### src/rtl/pipeline_pause_ctrl_pkg.sv
// Shared stage indices, FSM encoding and the stall-request -> pause vector mapping
// for the 6-stage pipeline pause controller.
package pipeline_pause_ctrl_pkg;

  localparam int PAUSE_W   = 6;
  localparam int PAUSE_PC  = 0;
  localparam int PAUSE_IF  = 1;
  localparam int PAUSE_ID  = 2;
  localparam int PAUSE_EX  = 3;
  localparam int PAUSE_MEM = 4;
  localparam int PAUSE_WB  = 5;

  typedef logic [PAUSE_W-1:0] pause_t;

  typedef enum logic {
    CTRL_RUN   = 1'b0,
    CTRL_FLUSH = 1'b1
  } ctrl_state_e;

  // req[4]=MEM .. req[1]=IF; the oldest stalled stage freezes itself and everything younger.
  function automatic pause_t pause_mask(input logic [4:1] req);
    pause_t m;
    m = '0;
    casez (req)
      4'b1???: m = 6'b011111;
      4'b01??: m = 6'b001111;
      4'b001?: m = 6'b000111;
      4'b0001: m = 6'b000011;
      default: m = 6'b000000;
    endcase
    return m;
  endfunction

endpackage

### src/rtl/pipeline_pause_ctrl_if.sv
// Stall/redirect request bundle in from the stages, pause/flush/redirect out to them.
interface pipeline_pause_ctrl_if #(
  parameter int PC_WIDTH  = 32,
  parameter int CNT_WIDTH = 32
);
  import pipeline_pause_ctrl_pkg::*;

  logic                 stall_req_if;
  logic                 stall_req_id;
  logic                 stall_req_ex;
  logic                 stall_req_mem;
  logic                 branch_req;
  logic [PC_WIDTH-1:0]  branch_target;
  logic                 exc_req;
  logic [PC_WIDTH-1:0]  exc_target;
  pause_t               pause;
  logic                 flush;
  logic [PC_WIDTH-1:0]  new_pc;
  logic [CNT_WIDTH-1:0] stall_cycles;
  logic                 stall_timeout;

  modport master (
    output stall_req_if, stall_req_id, stall_req_ex, stall_req_mem,
           branch_req, branch_target, exc_req, exc_target,
    input  pause, flush, new_pc, stall_cycles, stall_timeout
  );

  modport slave (
    input  stall_req_if, stall_req_id, stall_req_ex, stall_req_mem,
           branch_req, branch_target, exc_req, exc_target,
    output pause, flush, new_pc, stall_cycles, stall_timeout
  );

endinterface

### src/rtl/pipeline_pause_ctrl_stall_watchdog.sv
// Counts consecutive stalled cycles and raises a sticky timeout after MAX_STALL of them.
module pipeline_pause_ctrl_stall_watchdog #(
  parameter int MAX_STALL = 1024
) (
  input  logic clk,
  input  logic rst,
  input  logic stalled,
  input  logic clear,
  output logic timeout
);

  localparam int CW = $clog2(MAX_STALL + 1);

  logic [CW-1:0] cnt_q;
  logic          timeout_q;

  always_ff @(posedge clk or posedge rst) begin
    if (rst) begin
      cnt_q     <= '0;
      timeout_q <= 1'b0;
    end else if (clear || !stalled) begin
      cnt_q <= '0;
    end else if (cnt_q != CW'(MAX_STALL)) begin
      cnt_q <= cnt_q + 1'b1;
      // Flag goes up on the same edge the count reaches MAX_STALL.
      if (cnt_q == CW'(MAX_STALL - 1))
        timeout_q <= 1'b1;
    end
  end

  assign timeout = timeout_q;

endmodule

### src/rtl/pipeline_pause_ctrl.sv
// Central stall/flush controller: combinational pause vector, registered one-cycle
// flush with redirect PC, saturating stall counter and stall watchdog.
module pipeline_pause_ctrl
  import pipeline_pause_ctrl_pkg::*;
#(
  parameter int PC_WIDTH  = 32,
  parameter int CNT_WIDTH = 32,
  parameter int MAX_STALL = 1024
) (
  input logic                  clk,
  input logic                  rst,
  pipeline_pause_ctrl_if.slave bus
);

  ctrl_state_e          state_q;
  logic                 flush_q;
  logic [PC_WIDTH-1:0]  new_pc_q;
  logic [CNT_WIDTH-1:0] stall_cnt_q;
  pause_t               pause;
  logic                 stalled;
  logic                 exc_ok;
  logic                 br_ok;
  logic                 timeout;

  // A redirect is only taken once its source stage is no longer frozen.
  always_comb begin
    pause = '0;
    if (!rst && state_q == CTRL_RUN)
      pause = pause_mask({bus.stall_req_mem, bus.stall_req_ex, bus.stall_req_id, bus.stall_req_if});
    stalled = |pause;
    exc_ok  = bus.exc_req    && !pause[PAUSE_MEM];
    br_ok   = bus.branch_req && !pause[PAUSE_EX];
  end

  always_ff @(posedge clk or posedge rst) begin
    if (rst) begin
      state_q  <= CTRL_RUN;
      flush_q  <= 1'b0;
      new_pc_q <= '0;
    end else begin
      case (state_q)
        CTRL_RUN: begin
          if (exc_ok) begin
            new_pc_q <= bus.exc_target;
            flush_q  <= 1'b1;
            state_q  <= CTRL_FLUSH;
          end else if (br_ok) begin
            new_pc_q <= bus.branch_target;
            flush_q  <= 1'b1;
            state_q  <= CTRL_FLUSH;
          end
        end
        CTRL_FLUSH: begin
          flush_q <= 1'b0;
          state_q <= CTRL_RUN;
        end
        default: begin
          flush_q <= 1'b0;
          state_q <= CTRL_RUN;
        end
      endcase
    end
  end

  always_ff @(posedge clk or posedge rst) begin
    if (rst)
      stall_cnt_q <= '0;
    else if (stalled && state_q == CTRL_RUN && stall_cnt_q != '1)
      stall_cnt_q <= stall_cnt_q + 1'b1;
  end

  pipeline_pause_ctrl_stall_watchdog #(
    .MAX_STALL (MAX_STALL)
  ) u_stall_watchdog (
    .clk     (clk),
    .rst     (rst),
    .stalled (stalled),
    .clear   (state_q == CTRL_FLUSH),
    .timeout (timeout)
  );

  assign bus.pause         = pause;
  assign bus.flush         = flush_q;
  assign bus.new_pc        = new_pc_q;
  assign bus.stall_cycles  = stall_cnt_q;
  assign bus.stall_timeout = timeout;

endmodule

### src/flat_wrapper.sv
// flat-port wrapper written by rule: the top's interface ports become plain ports
module pipeline_pause_ctrl_flat import pipeline_pause_ctrl_pkg::*;
#(
  parameter int PC_WIDTH  = 32,
  parameter int CNT_WIDTH = 32,
  parameter int MAX_STALL = 1024
)
  (clk, rst, bus_stall_req_if, bus_stall_req_id, bus_stall_req_ex, bus_stall_req_mem, bus_branch_req, bus_branch_target, bus_exc_req, bus_exc_target, bus_pause, bus_flush, bus_new_pc, bus_stall_cycles, bus_stall_timeout);
  pipeline_pause_ctrl_if #(.PC_WIDTH(PC_WIDTH), .CNT_WIDTH(CNT_WIDTH)) bus_i ();
  input logic clk;
  input logic rst;
  input wire logic [$bits(bus_i.stall_req_if)-1:0] bus_stall_req_if;
  input wire logic [$bits(bus_i.stall_req_id)-1:0] bus_stall_req_id;
  input wire logic [$bits(bus_i.stall_req_ex)-1:0] bus_stall_req_ex;
  input wire logic [$bits(bus_i.stall_req_mem)-1:0] bus_stall_req_mem;
  input wire logic [$bits(bus_i.branch_req)-1:0] bus_branch_req;
  input wire logic [$bits(bus_i.branch_target)-1:0] bus_branch_target;
  input wire logic [$bits(bus_i.exc_req)-1:0] bus_exc_req;
  input wire logic [$bits(bus_i.exc_target)-1:0] bus_exc_target;
  output wire logic [$bits(bus_i.pause)-1:0] bus_pause;
  output wire logic [$bits(bus_i.flush)-1:0] bus_flush;
  output wire logic [$bits(bus_i.new_pc)-1:0] bus_new_pc;
  output wire logic [$bits(bus_i.stall_cycles)-1:0] bus_stall_cycles;
  output wire logic [$bits(bus_i.stall_timeout)-1:0] bus_stall_timeout;
  assign bus_i.stall_req_if = bus_stall_req_if;
  assign bus_i.stall_req_id = bus_stall_req_id;
  assign bus_i.stall_req_ex = bus_stall_req_ex;
  assign bus_i.stall_req_mem = bus_stall_req_mem;
  assign bus_i.branch_req = bus_branch_req;
  assign bus_i.branch_target = bus_branch_target;
  assign bus_i.exc_req = bus_exc_req;
  assign bus_i.exc_target = bus_exc_target;
  assign bus_pause = bus_i.pause;
  assign bus_flush = bus_i.flush;
  assign bus_new_pc = bus_i.new_pc;
  assign bus_stall_cycles = bus_i.stall_cycles;
  assign bus_stall_timeout = bus_i.stall_timeout;
  pipeline_pause_ctrl #(.PC_WIDTH(PC_WIDTH), .CNT_WIDTH(CNT_WIDTH), .MAX_STALL(MAX_STALL)) u_core (.clk(clk), .rst(rst), .bus(bus_i));
endmodule
### config.mk
export PLATFORM = sky130hd
export DESIGN_NAME = pipeline_pause_ctrl_flat
export DESIGN_NICKNAME = d
export VERILOG_FILES = /design/src/rtl/pipeline_pause_ctrl_pkg.sv /design/src/rtl/pipeline_pause_ctrl_if.sv /design/src/rtl/pipeline_pause_ctrl_stall_watchdog.sv /design/src/rtl/pipeline_pause_ctrl.sv /design/src/flat_wrapper.sv
export SDC_FILE = /design/constraint.sdc
export NUM_CORES = 1
export LEC_CHECK = 0
export ABC_AREA = 1
export BUFFER_PORTS_ARGS = -buffer_cell sky130_fd_sc_hd__buf_2
export CAP_MARGIN = 20
export CORE_ASPECT_RATIO = 1.5
export CORE_MARGIN = 2
export CORE_UTILIZATION = 39
export DETAILED_ROUTE_END_ITERATION = 12
export PLACE_DENSITY = 0.71
export REMOVE_ABC_BUFFERS = 1
export SKIP_CTS_REPAIR_TIMING = 1
export SYNTH_ARGS = -nofsm -noshare
export SYNTH_HDL_FRONTEND = slang
export SYNTH_SLANG_ARGS = --single-unit
export TNS_END_PERCENT = 1
### constraint.sdc
create_clock -name clk -period 5.36 [get_ports clk]
set_input_delay 0.804 -clock clk [delete_from_list [all_inputs] [get_ports clk]]
set_output_delay 0.804 -clock clk [all_outputs]
set_load 0.005 [all_outputs]
==> run_results.csv <==
group,metric,value,unit
logic_synthesis,synth_fa_ha_area_share,0.809,%
worst_setup_path,critPathTopFamily,"simple AND/OR/NAND/NOR gates",
worst_hold_path,hold_depth,2,
clocking,clkLatencyLatePin,330,ps
global_routing,grt-ovfl-total,0,
clocking,clockRootBuffer,"clkbuf_16",
logic_synthesis,synth_area,4640,µm²
logic_synthesis,synth_top_cells_by_area,"dfrtp_1 42%, nand2_1 30%, nand3_1 5.7%",
worst_setup_path,critPathBufInv,4,
sta,max_slew_margin,36.5,%
sta,timing.final.crit_share,62.6,%
worst_setup_path,ff2ff_path_depth,9,
drt,vias,4576,
power,vdd.ir_drop.worst,0.138,mV
logic_synthesis,ys_seq_area_share,42.1,%
logic_synthesis,synth_xor_xnor_area_share,2.64,%
floorplan,die_w,93.0,µm
logic_synthesis,synth_cells,695,
clocking,numClockSinks,78,
place,gp_congestion,0.964,
outcome,status,"completed",
power,intPower,1.27,mW
drt,drt-initial-drc-count,179,
finish,final_layout_size_suffix_gt1_share,21.5,%
finish,nNetsFinal,901,
worst_hold_path,hold_start,"u_core.u_stall_watchdog.timeout",
logic_synthesis,synth_compound_gate_area_share,2.45,%
drt,drt-wirelength-per-cell,12.2,µm
worst_setup_path,crit_required,5580,ps
sta,finalCriticalPeriod,3350,ps
worst_setup_path,reg2reg_from,"u_core.state_q",
worst_setup_path,cp_cell_sequence,"buf_2 > clkinv_2 > nand2_2 > inv_2 > nand2_2 > nand2_2 > a21oi_4 > inv_2 > nand2_1 > nand2_1",
worst_setup_path,reg2reg_slack,2150,ps
worst_setup_path,crit_arrival,3570,ps
logic_synthesis,synth_top_flop_cell,"dfrtp_1",
floorplan,core_area,11500,µm²
power,seq_power_share,41.8,%
sta,fmax,0.298,GHz
flow_run,cap_violations,0,
power,powerDensity,312,nW/µm²
power,p_clk_share,38.0,%
worst_setup_path,cp_slowest_stage_delay,800,ps
floorplan,design.die.area,12800,µm²
logic_synthesis,synth_edf_count,0,
global_routing,grt_max_degree,79,
sta,rsz0062_at_grt,"no",
clocking,numCtsBuffers,9,
sta,setup_violations,0,
worst_setup_path,cp-end-kind,"flop",
worst_setup_path,slowest_stage,"a21oi_4",
global_routing,grt_pass1_wl,20300,µm
clocking,clk_path_buf_depth,2,
clocking,htree_levels,3,
logic_synthesis,synth.most_common_cell,"nand2_1",
clocking,path_clk_slew,60,ps
sta,final_hold_viol_count,0,
power,switching_share,29.1,%
power,p_sw,521,µW
logic_synthesis,ys_seq_elements,78,
sta,slew_viol_final,0,
global_routing,grt_use_total,20.0,%
place,dp_hpwl,8960,µm
power,p_comb_share,20.2,%
clocking,cts_tree,"built",
logic_synthesis,yosysTopAreaCell,"dfrtp_1",
logic_synthesis,syn_avg_cell_area,6.67,µm²
worst_setup_path,startpoint,"rst",
logic_synthesis,muxShareOfSynthArea,0,%
worst_setup_path,cp_common_cell,"nand2_2",
global_routing,antenna_found_initial,0,
worst_hold_path,min_to,"u_core.u_stall_watchdog.timeout",
floorplan,die_y,138,µm
finish,syn2layout_area_growth,23.9,%
worst_setup_path,start_kind,"input port",
logic_synthesis,synth-simple-area-share,44.3,%
worst_setup_path,r2r-end,"u_core.bus.new_pc[7]",
logic_synthesis,yosys-top-cells-count,"370 x nand2_1, 78 x dfrtp_1, 55 x nor2_1, 53 x nand3_1, 47 x inv_1",
logic_synthesis,synth_top_area_share,42.1,%
power,fin_total_pwr,1.79,mW
logic_synthesis,synthDistinctLibCells,29,
place,numPortBuffers,142,
floorplan,rows,48,
worst_setup_path,worst-path-max-fanout,34,
drt,via_per_inst,4.66,
floorplan,start_util,40.2,%
finish,diodes,0,
drt,wl,12000,µm
drt,drc_errors,0,
power,p_leak,3.25,nW
worst_hold_path,hold_path_class,"flop to flop",
logic_synthesis,synth_top_family_by_area,"simple AND/OR/NAND/NOR gates",
worst_setup_path,crit_type,"input port to flop",
sta,setup_tns,0,ps
drt,antenna_left,0,
sta,skew,4.03,ps
logic_synthesis,ys_warn_count,0,
floorplan,ios,144,
global_routing,grt_pass1_vias,4264,
sta,worstMarginPinSlew,950,ps
logic_synthesis,async_flop_share,100,%
drt,dr.pass1.iters,4,
[layer usage]
metal  GRT usage [%]  wire [µm]  vias up  part of all wire, %
met5               0          0        -                    0
met4            9.56        380        0                  3.2
met2            35.4       6140      155                   51
met1            23.1       4790     2010                   40
li1                -          -     2391                    -
met3            3.56        688       20                  5.7
[worst max path at each step]
stage | endpoint | slack (ps) | cells past startpoint
6_report | u_core.bus.new_pc[7] | 2010 | 10
5_1_grt | u_core.bus.new_pc[7] | 1610 | 10
4_1_cts | u_core.bus.new_pc[7] | 1980 | 10
3_5_place_dp | u_core.bus.new_pc[7] | 1630 | 10
3_3_place_gp | u_core.bus.new_pc[12] | 1720 | 10
2_1_floorplan | u_core.bus.flush | 1080 | 8
[stage by stage]
stage               std cells  hold slack (ps)  utilization [%]  worst slack (ps)  area [µm²]
floorplan                 671              457                -              1080        4480
global placement          964              439             46.7              1720        5390
detailed placement        964              445             46.7              1630        5390
CTS                       980              461             49.6              1980        5720
global route              981              495             49.8              1610        5750
finish                    981              458             49.8              2010        5750
[power by group through the flow]
| stage | clock (mW) | sequential, mW | combinational, mW |
|---|---|---|---|
| floorplan | 0 | 0.753 | 0.184 |
| global placement | 0 | 0.757 | 0.360 |
| detailed placement | 0 | 0.756 | 0.369 |
| CTS | 0.700 | 0.750 | 0.367 |
| global route | 0.720 | 0.764 | 0.424 |
| finish | 0.681 | 0.749 | 0.361 |
[worst reg2reg max path: cells and delay by family, from the launching register on]
kind | cells | cell delay [ps]
simple gates | 5 | 1320
compound gates | 1 | 810
buf+inv | 3 | 570
flops | 1 | 400
[logic make-up after synthesis]
family	after synthesis
compound gates	19
flops	78
buf+inv	75
simple gates	505
xor+xnor	14
other cells	1
fa+ha+maj	3
[layout by cell type, fill, tap and decap left out]
master / instances
clkbuf_16: 9
clkbuf_1: 1
buf_2: 142
bufinv_16: 2
xor2_1: 9
nor2_8: 1
nand3b_1: 2
ha_1: 3
o21ai_1: 1
nand2_2: 6
dfrtp_1: 78
a31oi_2: 1
nand4_1: 6
nor2_4: 1
clkinv_2: 2
inv_4: 1
xnor2_1: 5
o21ai_0: 7
buf_4: 1
nand2_1: 370
nand3_1: 53
nor4_1: 1
clkbuf_8: 3
a21oi_1: 9
conb_1: 1
inv_1: 46
nor2_2: 3
a21oi_4: 1
nand2_4: 2
inv_2: 3
nor2_1: 55
nor3_1: 5
buf_16: 1
[state kept, by name, summed over array words and instances, names as in the netlist]
name / count
u_core.state_q: 1
u_core.bus.flush: 1
u_core.bus.stall_cycles: 32
u_core.u_stall_watchdog.cnt_q: 11
u_core.bus.new_pc: 32
u_core.u_stall_watchdog.timeout: 1
[final cells by class]
cell class	instances	area, µm²
fill	1237	5780
multi-input combinational	542	2330
sequential	78	1950
timing repair buffer	144	746
clock buffer	13	270
inverter	51	195
tap	150	188
clock inverter	3	65.1
(Power assumes the default switching activity.)
